===== config.mk =====
export PLATFORM = sky130hd
export DESIGN_NAME = lb_idle_fill_fifo_flat
export DESIGN_NICKNAME = d
export VERILOG_FILES = /design/src/rtl/lb_idle_fill_fifo_if.sv /design/src/rtl/lb_idle_fill_fifo.sv /design/src/flat_wrapper.sv
export SDC_FILE = /design/constraint.sdc
export NUM_CORES = 1
export LEC_CHECK = 0
export BUFFER_PORTS_ARGS = -buffer_cell sky130_fd_sc_hd__clkbuf_2
export CAP_MARGIN = 20
export CORE_MARGIN = 8
export CORE_UTILIZATION = 40
export DETAILED_ROUTE_END_ITERATION = 10
export HOLD_SLACK_MARGIN = 0.06
export PLACE_DENSITY = 0.61
export SYNTH_ARGS = -nofsm -noshare
export SYNTH_HDL_FRONTEND = slang
export SYNTH_SLANG_ARGS = --single-unit

===== constraint.sdc =====
create_clock -name clk -period 9.7 [get_ports clk]
set_input_delay 1.94 -clock clk [delete_from_list [all_inputs] [get_ports clk]]
set_output_delay 1.94 -clock clk [all_outputs]
set_load 0.005 [all_outputs]

===== src/rtl/lb_idle_fill_fifo_if.sv =====
// lb_idle_fill_fifo_if: upstream write handshake plus registered output port of lb_idle_fill_fifo.
// Words are 72 bits: [63:0] eight data lanes, [71:64] per-lane control flags.
interface lb_idle_fill_fifo_if;
    logic        in_valid;
    logic        in_ready;
    logic [71:0] in_data;
    logic        out_valid;
    logic        out_ready;
    logic [71:0] out_data;

    modport master (
        output in_valid, in_data, out_ready,
        input  in_ready, out_valid, out_data
    );

    modport slave (
        input  in_valid, in_data, out_ready,
        output in_ready, out_valid, out_data
    );
endinterface


===== src/rtl/lb_idle_fill_fifo.sv =====
// lb_idle_fill_fifo: loopback FIFO that fills inter-frame gaps with IDLE and marks mid-frame underruns
// with an ERROR word. Define LB_IDLE_FILL_STATS_EN to build the idle/underrun statistics counters.
module lb_idle_fill_fifo #(
    parameter int DEPTH        = 8,
    parameter int START_THRESH = 4
) (
    input  logic                   clk,
    input  logic                   reset,
    lb_idle_fill_fifo_if.slave     bus,
    output logic [$clog2(DEPTH):0] level,
    output logic [15:0]            idle_cnt,
    output logic [15:0]            underrun_cnt
);

    localparam int AW = $clog2(DEPTH);
    localparam int LW = AW + 1;
    localparam logic [LW-1:0] FULL_LVL   = LW'(DEPTH);
    localparam logic [LW-1:0] THRESH_LVL = LW'(START_THRESH);
    localparam logic [71:0]   IDLE_WORD  = {8'hFF, 64'h0707_0707_0707_0707};
    localparam logic [71:0]   ERROR_WORD = {8'hFF, 64'hFEFE_FEFE_FEFE_FEFE};

    typedef enum logic {GAP = 1'b0, FRAME = 1'b1} state_t;
    typedef enum logic [1:0] {SRC_HEAD = 2'd0, SRC_IDLE = 2'd1, SRC_ERROR = 2'd2} src_t;

    logic [71:0]   mem [DEPTH];
    logic [AW-1:0] wr_ptr;
    logic [AW-1:0] rd_ptr;
    logic [LW-1:0] level_q;
    state_t        state;
    state_t        state_nxt;
    src_t          src;
    logic          push;
    logic          pop;
    logic          in_ready_int;
    logic          level_nz;
    logic          head_start;
    logic          head_term;
    logic [71:0]   head;
    logic [71:0]   word_nxt;
    logic          vld_p1;
    logic [71:0]   data_p1;

    function automatic logic is_start(input logic [71:0] w);
        return w[64] && (w[7:0] == 8'hFB);
    endfunction

    function automatic logic has_term(input logic [71:0] w);
        logic t;
        t = 1'b0;
        for (int i = 0; i < 8; i++) begin
            if (w[64+i] && (w[8*i +: 8] == 8'hFD)) t = 1'b1;
        end
        return t;
    endfunction

    assign in_ready_int = (level_q != FULL_LVL);
    assign push         = bus.in_valid && in_ready_int;
    assign level_nz     = (level_q != '0);
    assign head         = mem[rd_ptr];
    assign head_start   = is_start(head);
    assign head_term    = has_term(head);

    // Storage array carries no reset; occupancy and pointers define what is valid.
    always_ff @(posedge clk) begin
        if (push) mem[wr_ptr] <= bus.in_data;
    end

    always_ff @(posedge clk or posedge reset) begin
        if (reset) begin
            wr_ptr  <= '0;
            rd_ptr  <= '0;
            level_q <= '0;
        end else begin
            if (push) wr_ptr <= wr_ptr + AW'(1);
            if (pop)  rd_ptr <= rd_ptr + AW'(1);
            case ({push, pop})
                2'b10:   level_q <= level_q + LW'(1);
                2'b01:   level_q <= level_q - LW'(1);
                default: ;
            endcase
        end
    end

    always_ff @(posedge clk or posedge reset) begin
        if (reset) state <= GAP;
        else       state <= state_nxt;
    end

    always_comb begin
        state_nxt = state;
        if (bus.out_ready) begin
            case (state)
                GAP: begin
                    if (head_start && level_q >= THRESH_LVL) state_nxt = FRAME;
                end
                FRAME: begin
                    // An empty FIFO mid-frame ends the frame; its tail arrives later as gap traffic.
                    if (!level_nz || head_term) state_nxt = GAP;
                end
                default: state_nxt = GAP;
            endcase
        end
    end

    always_comb begin
        pop = 1'b0;
        src = SRC_IDLE;
        if (bus.out_ready) begin
            case (state)
                GAP: begin
                    if ((level_nz && !head_start) || (head_start && level_q >= THRESH_LVL)) begin
                        pop = 1'b1;
                        src = SRC_HEAD;
                    end
                end
                FRAME: begin
                    if (level_nz) begin
                        pop = 1'b1;
                        src = SRC_HEAD;
                    end else begin
                        src = SRC_ERROR;
                    end
                end
                default: src = SRC_IDLE;
            endcase
        end
    end

    always_comb begin
        case (src)
            SRC_HEAD:  word_nxt = head;
            SRC_ERROR: word_nxt = ERROR_WORD;
            default:   word_nxt = IDLE_WORD;
        endcase
    end

    // Output register stage: one word per accepted cycle, held while downstream stalls.
    always_ff @(posedge clk or posedge reset) begin
        if (reset) begin
            vld_p1  <= 1'b0;
            data_p1 <= IDLE_WORD;
        end else begin
            vld_p1 <= 1'b1;
            if (bus.out_ready) data_p1 <= word_nxt;
        end
    end

    assign bus.in_ready  = in_ready_int;
    assign bus.out_valid = vld_p1;
    assign bus.out_data  = data_p1;
    assign level         = level_q;

`ifdef LB_IDLE_FILL_STATS_EN
    logic idle_evt;
    logic underrun_evt;

    function automatic logic [15:0] sat_inc(input logic [15:0] v);
        return (v == 16'hFFFF) ? v : v + 16'd1;
    endfunction

    assign idle_evt     = bus.out_ready && (src == SRC_IDLE);
    assign underrun_evt = bus.out_ready && (src == SRC_ERROR);

    always_ff @(posedge clk or posedge reset) begin
        if (reset) begin
            idle_cnt     <= '0;
            underrun_cnt <= '0;
        end else begin
            if (idle_evt)     idle_cnt     <= sat_inc(idle_cnt);
            if (underrun_evt) underrun_cnt <= sat_inc(underrun_cnt);
        end
    end
`else
    assign idle_cnt     = '0;
    assign underrun_cnt = '0;
`endif

endmodule


===== src/flat_wrapper.sv =====
// flat-port wrapper written by rule: the top's interface ports become plain ports
module lb_idle_fill_fifo_flat 
#(
    parameter int DEPTH        = 8,
    parameter int START_THRESH = 4
)
  (clk, reset, level, idle_cnt, underrun_cnt, bus_in_valid, bus_in_data, bus_out_ready, bus_in_ready, bus_out_valid, bus_out_data);
  lb_idle_fill_fifo_if bus_i ();
  input  logic clk;
  input  logic reset;
  output logic [$clog2(DEPTH):0] level;
  output logic [15:0] idle_cnt;
  output logic [15:0] underrun_cnt;
  input wire logic [$bits(bus_i.in_valid)-1:0] bus_in_valid;
  input wire logic [$bits(bus_i.in_data)-1:0] bus_in_data;
  input wire logic [$bits(bus_i.out_ready)-1:0] bus_out_ready;
  output wire logic [$bits(bus_i.in_ready)-1:0] bus_in_ready;
  output wire logic [$bits(bus_i.out_valid)-1:0] bus_out_valid;
  output wire logic [$bits(bus_i.out_data)-1:0] bus_out_data;
  assign bus_i.in_valid = bus_in_valid;
  assign bus_i.in_data = bus_in_data;
  assign bus_i.out_ready = bus_out_ready;
  assign bus_in_ready = bus_i.in_ready;
  assign bus_out_valid = bus_i.out_valid;
  assign bus_out_data = bus_i.out_data;
  lb_idle_fill_fifo #(.DEPTH(DEPTH), .START_THRESH(START_THRESH)) u_core (.clk(clk), .reset(reset), .bus(bus_i), .level(level), .idle_cnt(idle_cnt), .underrun_cnt(underrun_cnt));
endmodule

Word-level counts from Yosys, hierarchy flattened
Memory sizes are Yosys's and may differ from the RTL's.
Index checks and enable logic that the tools add are counted.

cells by class
  add/sub/neg operators = 4
  $lt $le $gt $ge = 1
  equality and inequality tests = 13
  muxes and demuxes = 23
  bitwise gates (word level) = 1
  reduce and logical (&&, ||, !) cells = 19

operator list
  cell                                                                                 number
  72-bit case mux with 2 select lines                                                  1
  8-bit equality test, second input constant                                           9
  1-bit two-way mux                                                                    16
  1-bit logical AND                                                                    12
  4-bit case mux with 2 select lines                                                   1
  3-bit by 1-bit adder with 3-bit output, second input constant                        2
  4-bit by 1-bit adder with 4-bit output, second input constant                        1
  2-bit equality test, second input constant                                           2
  4-bit by 3-bit greater-or-equal comparator with 1-bit output, second input constant  1
  2-bit two-way mux                                                                    2
  4-bit inequality test, second input constant                                         1
  1-bit case mux with 2 select lines                                                   2
  2-bit case mux with 2 select lines                                                   1
  4-bit nonzero test                                                                   1
  4-bit by 1-bit subtractor with 4-bit output, second input constant                   1
  2-bit by 1-bit equality test with 1-bit output, second input constant                1
  1-bit logical NOT                                                                    2
  2-bit logical NOT                                                                    1
  1-bit logical OR                                                                     2
  2-bit nonzero test                                                                   1
  1-bit NOT                                                                            1

storage, ports and cells
  register bits after elaboration = 84
  memory bits (writable) = 576
  input bits = 76
  output and inout bits = 110
  logic and storage cells = 68
  memories kept = 1

memories
  memory      depth  bits a word  rd ports  clocked after memory_dff  write ports  RTL line                 RTL
  u_core.mem  8      72           1         0                         1            lb_idle_fill_fifo.sv:25  logic [71:0] mem [DEPTH];

Depth between registers and ports, before layout
Gate-level depths: netlist of run 1.
An unclocked memory read counts as a cell.

  depth in word-level cells = 14
  depth in mapped cells = 16
  gate-level depth less buffers = 12

Least setup slack after synthesis of run 1
OpenSTA, ideal clock, no wires.

  path type = input -> register
  start point = input port bus_in_valid
  end point = memory u_core.mem[0][0] (enable)
  arrival time = 8914 ps
  data required time = 9021 ps
  slack = 107 ps
  stages = 2
  cells stage by stage = nand2_1 -> nor4_1

on the way
  longest elaborated chain between the ends = 3

RTL lines
  what                                     RTL line                 RTL
  start: declaration                       flat_wrapper.sv:14       input wire logic [$bits(bus_i.in_valid)-1:0] bus_in_valid;
  1-bit logical AND                        lb_idle_fill_fifo.sv:57  assign push = bus.in_valid && in_ready_int;
  1-bit two-way mux                        lb_idle_fill_fifo.sv:65  if (push) mem[wr_ptr] <= bus.in_data;
  1-bit two-way mux (not written as such)  lb_idle_fill_fifo.sv:65
  end: declaration                         lb_idle_fill_fifo.sv:25

No other way between the ends.

Worst setup path in the final report of run 1
  start point = register u_core.rd_ptr[0]
  end point = register u_core.level_q[3], in the netlist u_core.level[3]

on the way
  longest elaborated chain between the ends = 11
  elaborated cells between the ends (all ways) = 14

RTL lines
  what                                                                                          RTL line                  RTL
  start: declaration                                                                            lb_idle_fill_fifo.sv:27   logic [AW-1:0] rd_ptr;
  start signal: assignment                                                                      lb_idle_fill_fifo.sv:75   if (pop) rd_ptr <= rd_ptr + AW'(1);
  memory 8 x 72 bit *                                                                           --
  8-bit equality test                                                                           lb_idle_fill_fifo.sv:44   return w[64] && (w[7:0] == 8'hFB);
  1-bit logical AND *                                                                           lb_idle_fill_fifo.sv:44
  1-bit logical NOT                                                                             lb_idle_fill_fifo.sv:111  if ((level_nz && !head_start) || (head_start && level_q >= THRESH_LVL)) begin
  1-bit logical AND                                                                             lb_idle_fill_fifo.sv:111
  1-bit logical OR *                                                                            lb_idle_fill_fifo.sv:111
  1-bit two-way mux *                                                                           lb_idle_fill_fifo.sv:111
  1-bit case mux with 2 select lines *                                                          lb_idle_fill_fifo.sv:109  case (state)
  1-bit two-way mux *                                                                           lb_idle_fill_fifo.sv:108  if (bus.out_ready) begin
  2-bit by 1-bit equality test with 1-bit output / 2-bit equality test (equally long branches)  lb_idle_fill_fifo.sv:76   case ({push, pop})
  4-bit case mux with 2 select lines / 2-bit nonzero test (equally long branches)               --
  end signal: assignment                                                                        lb_idle_fill_fifo.sv:77   2'b10: level_q <= level_q + LW'(1);
  end signal: assignment                                                                        lb_idle_fill_fifo.sv:78   2'b01: level_q <= level_q - LW'(1);
  end: declaration                                                                              lb_idle_fill_fifo.sv:28   logic [LW-1:0] level_q;

Mark *: on every way between the ends. The rest lies on a longest branch, timed or not.
A chain may end at the register's enable or synchronous reset.

==> results of run 1 <==
[routing by layer]
| metal | routed length (um) | share of wire | vias to the layer above | GRT usage |
|---|---|---|---|---|
| met3 | 3930 | 0.064 | 104 | 0.0429 |
| met2 | 30000 | 0.49 | 382 | 0.273 |
| met5 | 76 | 0.0012 | - | 0 |
| li1 | - | - | 5393 | - |
| met4 | 1500 | 0.025 | 12 | 0.0528 |
| met1 | 25600 | 0.42 | 6641 | 0.213 |
[registers in the layout (all words and copies together) (netlist names)]
| name | cells |
|---|---|
| u_core.bus.out_data | 72 |
| u_core.bus.out_valid | 1 |
| u_core.level | 4 |
| u_core.mem | 576 |
| u_core.rd_ptr | 3 |
| u_core.state | 1 |
| u_core.wr_ptr | 3 |
[power by group]
group / leakage, nW / switching [mW] / total [mW] / internal (mW)
registers: 6.18 / 0.338 / 4.03 / 3.70
clock network: 1.03 / 1.04 / 2.47 / 1.43
logic: 2.98 / 1.42 / 2.52 / 1.10
total: 10.2 / 2.80 / 9.03 / 6.23
[worst max path at each step]
stage / slack [ns] / start / endpoint
finish: 4.30 / u_core.rd_ptr[0] / u_core.level[3]
floorplan: 0.11 / bus_in_valid / u_core.mem[0][0]
detailed placement: 4.20 / u_core.rd_ptr[0] / u_core.level[3]
global route: 3.99 / u_core.rd_ptr[0] / u_core.level[3]
CTS: 4.19 / u_core.rd_ptr[0] / u_core.level[3]
global placement: 4.30 / u_core.rd_ptr[0] / u_core.level[3]
[cells in the final DEF (no fill, tap or decap), types with 23 or more instances in the layout]
cell type  instances
dfrtp_1           49
mux4_1            33
buf_4             27
a22o_1            23
mux4_2           103
conb_1            33
nand2b_1          25
nand2_1           27
edfxtp_1         576
clkbuf_1          27
dfstp_2           32
nor2_1            52
clkbuf_16         70
a21oi_1           26
mux2i_1           63
clkbuf_2         153
[per-stage QoR]
step | hold slack [ns] | setup slack (ns)
floorplan | 0.473 | 0.107
global placement | 0.472 | 4.30
detailed placement | 0.473 | 4.20
CTS | 0.490 | 4.19
global route | 0.500 | 3.99
finish | 0.486 | 4.30
[critical path, cell delays in order (launching register included)]
cell and delay [ns]:
dfrtp_4 0.94, buf_4 0.87, mux4_1 0.67, and3_1 0.20, o211ai_1 0.26, nor3_2 0.13, a21oi_4 0.82, ha_1 0.35
ha_1 0.25, a21o_1 0.18, a21oi_1 0.19, xnor2_1 0.14, nor2_1 0.07, xor2_1 0.14
[synthesized netlist by cell type (6+ instances only)]
cell	instances
a221oi_1	8
clkbuf_1	13
buf_4	36
mux2_2	13
a22o_1	23
dfrtp_1	52
inv_1	6
nand2_1	27
nand2b_1	25
nand3_1	7
mux4_1	33
buf_12	7
o21ai_0	6
mux4_2	103
o2bb2ai_1	17
buf_6	12
mux2i_1	63
nor3_1	7
buf_8	8
edfxtp_1	576
nor2_1	55
dfstp_2	32
buf_2	12
a21oi_1	26
[layout make-up]
| class | count | area share |
|---|---|---|
| clock inverter | 22 | 0.00604 |
| timing repair buffer | 180 | 0.0329 |
| clock buffer | 102 | 0.0653 |
| tap | 855 | 0.0364 |
| sequential | 660 | 0.661 |
| multi-input combinational | 508 | 0.197 |
| antenna | 6 | 0.000510 |
| inverter | 8 | 0.00111 |
[kinds of logic after synthesis]
kind of cell	count (synthesis)	synth area share
adder cells (fa/ha/maj)	6	0.00319
buffers and inverters	103	0.0326
flip-flops	660	0.751
AND/OR/NAND/NOR	155	0.0308
XOR/XNOR	8	0.00271
AO/OA/AOI/OAI	94	0.0266
multiplexers	212	0.153
other	2	0.000290
==> flow_summary_export.csv, run 1 <==
group,metric,value,unit
global_route,antenna_found_initial,11,
power,powerDensity,307,nW/um^2
floorplan,core_area,64200,um^2
clock_network,cts-root-buf,"clkbuf_16",
placement,place_area,27300,um^2
layout,stdcell_count,2341,
layout,drive_gt1_frac,0.299,
detailed_routing,initialDrtViolationCount,1022,
critical_path,cp.arrival,5.87,ns
hold_path,hold_class,"reg -> reg",
critical_path,cp-start-kind,"flip-flop",
layout,fill_cells,5400,
sta,tightest_slew,1.03,ns
clock_network,cts_setup_buffers,0,
clock_network,clk_pin_slew,0.06,ns
sta,period_share,0.557,
yosys,ys_ff_latch,660,
clock_network,cts_tree,"built",
layout,fin_area,29400,um^2
outcome,status,"finished, final reports clean",
critical_path,reg2regPathDepth,13,
hold_path,hold_path.startpoint,"u_core.bus.out_data[7]",
floorplan,die_x,270,um
critical_path,cp_max_fo,53,
global_route,grt_pass1_vias,13224,
clock_network,clock_latency,0.60,ns
placement,dp_cells,2211,
critical_path,cp-end-kind,"flip-flop",
yosys,synth_ff_type,"edfxtp_1",
clock_network,clock_path_buffers,3,
sta,setup-violations-final,0,
detailed_routing,drtPass1Iterations,6,
clock_network,cts.sinks,660,
floorplan,ios,186,
detailed_routing,drc_errors,0,
yosys,synth_area_leaders,"edfxtp_1 (67%), mux4_2 (9.0%), dfrtp_1 (5.0%)",
yosys,synth.largest_area_cell,"edfxtp_1",
placement,place.gp.congestion,0.721,
yosys,synth-async-reset-ratio,0.127,
yosys,netlist_area,25900,um^2
detailed_routing,vias,12532,
layout,multi_input_area,5780,um^2
clock_network,cts_max_level,3,
layout,area_growth_syn_to_layout,13.6,%
clock_network,cts-resized-gates,0,
yosys,synth_top_area_frac,0.668,
floorplan,row_count,93,
sta,drv_slew,0,
yosys,synth_edf_count,576,
sta,hold_viol,0,
global_route,grt_max_degree,67,
floorplan,die_area,73100,um^2
yosys,ys_seq_area_frac,0.751,
critical_path,cp.required,10.17,ns
run,maxCapViolCount,0,
yosys,syn_inst,1240,
detailed_routing,ant_nets,0,
placement,portBuffers,153,
placement,dp_hpwl,36.7,mm
power,ir_drop,0.179,mV
detailed_routing,routed_wl,61.1,mm
clock_network,hold_buffers,0,
hold_path,min_path_cells,1,
critical_path,ff2ff_setup_slack,4.30,ns
layout,regArea,19400,um^2
clock_network,cts_buffers,68,
yosys,avgSynthCellArea,20.9,um^2
critical_path,worst-setup-path-type,"reg -> reg",
detailed_routing,avgViaCountPerCell,5.35,
sta,fmax,0.185,GHz
hold_path,holdPathEnd,"u_core.bus.out_data[7]",
sta,fin_crit,5.40,ns
sta,max_slew_margin,0.313,
yosys,synth.distinct_cells,62,
global_route,grtUsageTotal,0.165,
power,p_leak,10.2,nW
floorplan,start_util,0.403,
critical_path,reg2reg_from,"u_core.rd_ptr[0]",
global_route,gr-total-overflow,0,
sta,fin_skew,0.0169,ns
global_route,grt_pass1_wl,90.1,mm
sta,fin_tns_setup,0,ns
layout,fin_nets,1508,
yosys,yosysWarningCount,0,
critical_path,reg2reg_to,"u_core.level[3]",
floorplan,fp.dieH,270,um
power,total_power,9.03,mW
sta,rsz0062_at_grt,"false",
detailed_routing,wl_per_cell,26.1,um
layout,final_core_util,0.458,
Power figures use the tool's default switching activity.
==> run 2: changes to the inputs <==
--- a/config.mk
+++ b/config.mk
@@ -11,7 +11,7 @@
 export CORE_UTILIZATION = 40
 export DETAILED_ROUTE_END_ITERATION = 10
 export HOLD_SLACK_MARGIN = 0.06
-export PLACE_DENSITY = 0.61
+export PLACE_DENSITY = 0.63
 export SYNTH_ARGS = -nofsm -noshare
 export SYNTH_HDL_FRONTEND = slang
 export SYNTH_SLANG_ARGS = --single-unit
==> constraint.sdc (replaced) <==
create_clock -name clk -period 4.7 [get_ports clk]
set_input_delay 0.94 -clock clk [delete_from_list [all_inputs] [get_ports clk]]
set_output_delay 0.94 -clock clk [all_outputs]
set_load 0.005 [all_outputs]
==> flow_summary_export.csv, run 2 (synthesis gave the netlist of run 1 again) <==
group,metric,value,unit
outcome,status,"finished, final reports clean",
floorplan,row_count,93,
detailed_routing,wl_per_cell,26.0,um
global_route,grt_pass1_wl,89.4,mm
power,total_power,18.5,mW
clock_network,cts_max_level,3,
detailed_routing,routed_wl,60.9,mm
layout,area_growth_syn_to_layout,14.2,%
global_route,gr-total-overflow,0,
clock_network,cts_buffers,66,
sta,tightest_slew,1.02,ns
detailed_routing,drtPass1Iterations,5,
layout,multi_input_area,5800,um^2
clock_network,cts_tree,"built",
floorplan,start_util,0.403,
layout,top_register,"u_core.mem",
sta,period_share,0.759,
critical_path,cp-end-kind,"flip-flop",
placement,dp_cells,2215,
clock_network,cts_setup_buffers,0,
sta,fin_hold_ws,0.487,ns
detailed_routing,avgViaCountPerCell,5.37,
clock_network,clk_pin_slew,0.06,ns
clock_network,clock_path_buffers,3,
layout,fin_nets,1510,
sta,fin_crit,3.57,ns
sta,drv_slew,0,
layout,drive_gt1_frac,0.304,
layout,largest_reg_flops,576,
detailed_routing,vias,12587,
placement,place_area,27500,um^2
detailed_routing,initialDrtViolationCount,963,
placement,place.gp.congestion,0.786,
clock_network,cts-root-buf,"clkbuf_16",
detailed_routing,ant_nets,0,
floorplan,die_x,270,um
clock_network,cts.sinks,660,
sta,rsz0062_at_grt,"false",
critical_path,cp.arrival,4.02,ns
clock_network,cts-resized-gates,0,
global_route,grtUsageTotal,0.164,
sta,fin_skew,0.0191,ns
global_route,grt_max_degree,73,
sta,fin_tns_setup,0,ns
detailed_routing,drc_errors,0,
global_route,antenna_found_initial,18,
sta,setup-violations-final,0,
critical_path,cp.required,5.15,ns
layout,layout_common_cells,"edfxtp_1 (576), clkbuf_2 (153), mux4_2 (103)",
placement,portBuffers,153,
layout,fin_area,29600,um^2
layout,layout_commonest_cell,"edfxtp_1",
global_route,grt_pass1_vias,13089,
power,p_leak,10.2,nW
floorplan,core_area,64200,um^2
layout,stdcell_count,2343,
power,ir_drop,0.305,mV
power,powerDensity,626,nW/um^2
layout,fill_cells,5397,
run,maxCapViolCount,0,
critical_path,worst-setup-path-type,"reg -> reg",
critical_path,cp_max_fo,31,
hold_path,hold_class,"reg -> reg",
floorplan,ios,186,
sta,fmax,0.280,GHz
critical_path,reg2regPathDepth,12,
floorplan,die_area,73100,um^2
clock_network,clock_latency,0.59,ns
hold_path,min_path_cells,1,
sta,max_slew_margin,0.318,
sta,hold_viol,0,
clock_network,hold_buffers,0,
critical_path,cp-start-kind,"flip-flop",
layout,regArea,19400,um^2
placement,dp_hpwl,36.8,mm
floorplan,fp.dieH,270,um
[run 2: cell count changes in the layout (fill, tap and decap cells not counted), sizes merged]
cell      previous run  this run
bufinv               2         1
inv                 11        10
clkinv              17        19
clkinvlp             0         1
clkbuf             255       250
diode                6         8
buf                 27        31
[run 2: cell type report]
| cell class | instances | share of cell area |
|---|---|---|
| Clock buffer | 97 | 0.0654 |
| Tap cell | 855 | 0.0362 |
| Clock inverter | 23 | 0.00503 |
| Timing Repair Buffer | 184 | 0.0380 |
| Inverter | 8 | 0.00110 |
| Sequential cell | 660 | 0.658 |
| Multi-Input combinational cell | 508 | 0.196 |
| Antenna cell | 8 | 0.000677 |
[run 2: where the power goes]
| group | leakage, nW | switching (mW) | internal [mW] |
|---|---|---|---|
| Clock | 1.02 | 2.11 | 2.92 |
| Combinational | 3.04 | 2.96 | 2.33 |
| Sequential | 6.18 | 0.577 | 7.61 |
[run 2: path summary, 6_finish.rpt]
kind / end / start / slack [ns]
hold / removal: u_core.bus.out_data[21] / u_core.bus.out_data[21] / 0.49
setup reg to reg: u_core.level[3] / u_core.rd_ptr[0] / 1.13
setup / recovery: u_core.level[3] / u_core.rd_ptr[0] / 1.13
hold reg to reg: u_core.bus.out_data[21] / u_core.bus.out_data[21] / 0.49
min in group asynchronous: u_core.bus.out_valid / reset / 0.54
max in group asynchronous: u_core.bus.out_data[9] / reset / 3.18
[run 2: metal layers]
layer,global-route usage,vias to the layer above,wire [um]
met3,0.0510,94,4840
li1,-,5389,-
met2,0.273,422,30200
met4,0.0556,16,1500
met5,0,-,89
met1,0.201,6666,24300
[run 2: critical path: stages (launching register included)]
cell	delay, ns
dfrtp_4	0.82
mux4_1	0.64
and3_1	0.20
o211ai_1	0.30
nor3_2	0.14
a21oi_4	0.15
ha_1	0.21
ha_1	0.26
a21o_1	0.19
a21oi_1	0.17
xnor2_1	0.13
nor2_1	0.07
xor2_1	0.15
[run 2: per-stage QoR]
| stage | setup slack (ns) | utilization |
|---|---|---|
| 2_1_floorplan | -1.96 | - |
| 3_3_place_gp | 1.14 | 0.428 |
| 3_5_place_dp | 1.10 | 0.428 |
| 4_1_cts | 1.10 | 0.460 |
| 5_1_grt | 0.937 | 0.460 |
| 6_report | 1.13 | 0.460 |
==> run 3: changes to the inputs <==
--- a/config.mk
+++ b/config.mk
@@ -11,7 +11,7 @@
 export CORE_UTILIZATION = 40
 export DETAILED_ROUTE_END_ITERATION = 10
 export HOLD_SLACK_MARGIN = 0.06
-export PLACE_DENSITY = 0.63
+export PLACE_DENSITY = 0.61
 export SYNTH_ARGS = -nofsm -noshare
 export SYNTH_HDL_FRONTEND = slang
 export SYNTH_SLANG_ARGS = --single-unit
==> constraint.sdc (replaced) <==
create_clock -name clk -period 3.6 [get_ports clk]
set_input_delay 0.72 -clock clk [delete_from_list [all_inputs] [get_ports clk]]
set_output_delay 0.72 -clock clk [all_outputs]
set_load 0.005 [all_outputs]
==> flow_summary_export.csv, run 3 (synthesis gave the netlist of run 1 again) <==
group,metric,value,unit
sta,fin_hold_ws,0.195,ns
detailed_routing,routed_wl,61.5,mm
clock_network,hold_buffers,0,
floorplan,fp.dieH,270,um
clock_network,cts_tree,"built",
global_route,grtUsageTotal,0.165,
detailed_routing,drc_errors,0,
run,maxCapViolCount,0,
sta,fin_crit,3.38,ns
sta,rsz0062_at_grt,"false",
critical_path,cp.arrival,3.84,ns
layout,drive_gt1_frac,0.306,
hold_path,hold_class,"in -> async",
layout,final_core_util,0.463,
placement,dp_cells,2223,
power,ir_drop,0.373,mV
clock_network,cts_buffers,69,
global_route,antenna_found_initial,14,
detailed_routing,ant_nets,0,
layout,top_register,"u_core.mem",
layout,area_growth_syn_to_layout,14.9,%
global_route,grt_max_degree,73,
critical_path,path_common_cell,"ha_1",
sta,fmax,0.296,GHz
sta,period_share,0.938,
critical_path,cp_cell_sequence,"mux4_1 -> and3_1 -> o211ai_1 -> nor3_2 -> a21oi_4 -> ha_1 -> ha_1 -> a21o_1 -> a21oi_1 -> xnor2_1 -> nor2_1 -> xor2_1",
clock_network,cts-resized-gates,0,
floorplan,core_area,64200,um^2
power,powerDensity,825,nW/um^2
layout,layout_commonest_cell,"edfxtp_1",
critical_path,worst-setup-path-type,"reg -> reg",
layout,fin_nets,1521,
layout,largest_reg_flops,576,
layout,layout_common_cells,"edfxtp_1 (576), clkbuf_2 (153), mux4_2 (103)",
placement,place.gp.congestion,0.723,
clock_network,cts_setup_buffers,0,
critical_path,cp-start-kind,"flip-flop",
critical_path,cp_max_fo,24,
detailed_routing,wl_per_cell,26.1,um
power,total_power,24.5,mW
clock_network,cts-root-buf,"clkbuf_16",
detailed_routing,initialDrtViolationCount,1013,
sta,setup-violations-final,0,
detailed_routing,drtPass1Iterations,5,
placement,dp_hpwl,36.1,mm
layout,fin_area,29800,um^2
clock_network,clk_pin_slew,0.06,ns
sta,tightest_slew,0.944,ns
placement,portBuffers,153,
outcome,status,"finished, final reports clean",
layout,multi_input_area,5820,um^2
sta,drv_slew,0,
global_route,grt_pass1_vias,13253,
critical_path,slowest_stage,"dfrtp_4",
sta,hold_viol,0,
floorplan,row_count,93,
detailed_routing,vias,12501,
clock_network,cts_max_level,3,
power,p_leak,10.3,nW
global_route,gr-total-overflow,0,
clock_network,clock_path_buffers,3,
global_route,grt_pass1_wl,90.1,mm
sta,max_slew_margin,0.370,
floorplan,start_util,0.403,
layout,fill_cells,5348,
sta,fin_skew,0.0164,ns
detailed_routing,avgViaCountPerCell,5.31,
critical_path,cp.required,4.07,ns
layout,stdcell_count,2354,
placement,place_area,27600,um^2
critical_path,cp-end-kind,"flip-flop",
floorplan,die_x,270,um
layout,regArea,19400,um^2
clock_network,cts.sinks,660,
floorplan,die_area,73100,um^2
floorplan,ios,186,
critical_path,cpPeakStageDelay,0.68,ns
clock_network,clock_latency,0.59,ns
[run 3: cell count changes in the layout (fill, tap and decap cells not counted), sizes merged]
cell,before,now
inv,10,8
clkinvlp,1,5
diode,8,7
clkbuf,250,247
buf,31,39
bufinv,1,2
clkinv,19,23
[run 3: area by class of cell]
cell class                 instances  share of cell area
inverter                           8             0.00109
clock inverter                    30             0.00761
multi-input combinational        508               0.196
timing repair buffer             192              0.0415
clock buffer                      94              0.0640
antenna                            7            0.000589
sequential                       660               0.654
tap                              855              0.0360
[run 3: layer usage]
layer / part of all wire / vias to the layer above / global-route usage / routed length [um]
li1: - / 5416 / - / -
met2: 0.49 / 395 / 0.271 / 30300
met3: 0.073 / 95 / 0.0483 / 4460
met5: 0.0017 / - / 0 / 103
met4: 0.020 / 16 / 0.0510 / 1250
met1: 0.41 / 6579 / 0.210 / 25400
[run 3: worst max-delay path: cells and delay by family (launching register included)]
family,cells,cell delay (ns)
xor+xnor,2,0.28
flops,1,0.68
mux,1,0.63
simple gates,3,0.41
fa+ha+maj,2,0.47
compound gates,4,0.78
[run 3: power breakdown]
group	switching [mW]	internal [mW]	leakage [nW]	total, mW
Sequential	0.696	9.94	6.18	10.6
Clock	2.85	3.86	1.02	6.71
Combinational	4.01	3.18	3.09	7.20
[run 3: stage by stage]
stage / setup slack (ns) / setup TNS, ns
floorplan: -0.812 / -336.51
global placement: 0.227 / 0
detailed placement: 0.230 / 0
CTS: 0.210 / 0
global route: 0.00792 / 0
finish: 0.223 / 0
[run 3: path summary, 6_finish.rpt]
check	startpoint	to	slack [ns]	cells after the start
setup reg to reg	u_core.rd_ptr[0]	u_core.level[3]	0.22	12
setup / recovery	u_core.rd_ptr[0]	u_core.level[3]	0.22	12
hold / removal	reset	u_core.bus.out_valid	0.20	2
hold reg to reg	u_core.bus.out_data[35]	u_core.bus.out_data[35]	0.49	1
min in group clk	bus_in_data[69]	u_core.mem[1][69]	0.41	1
max in group asynchronous	reset	u_core.bus.out_data[71]	2.61	3
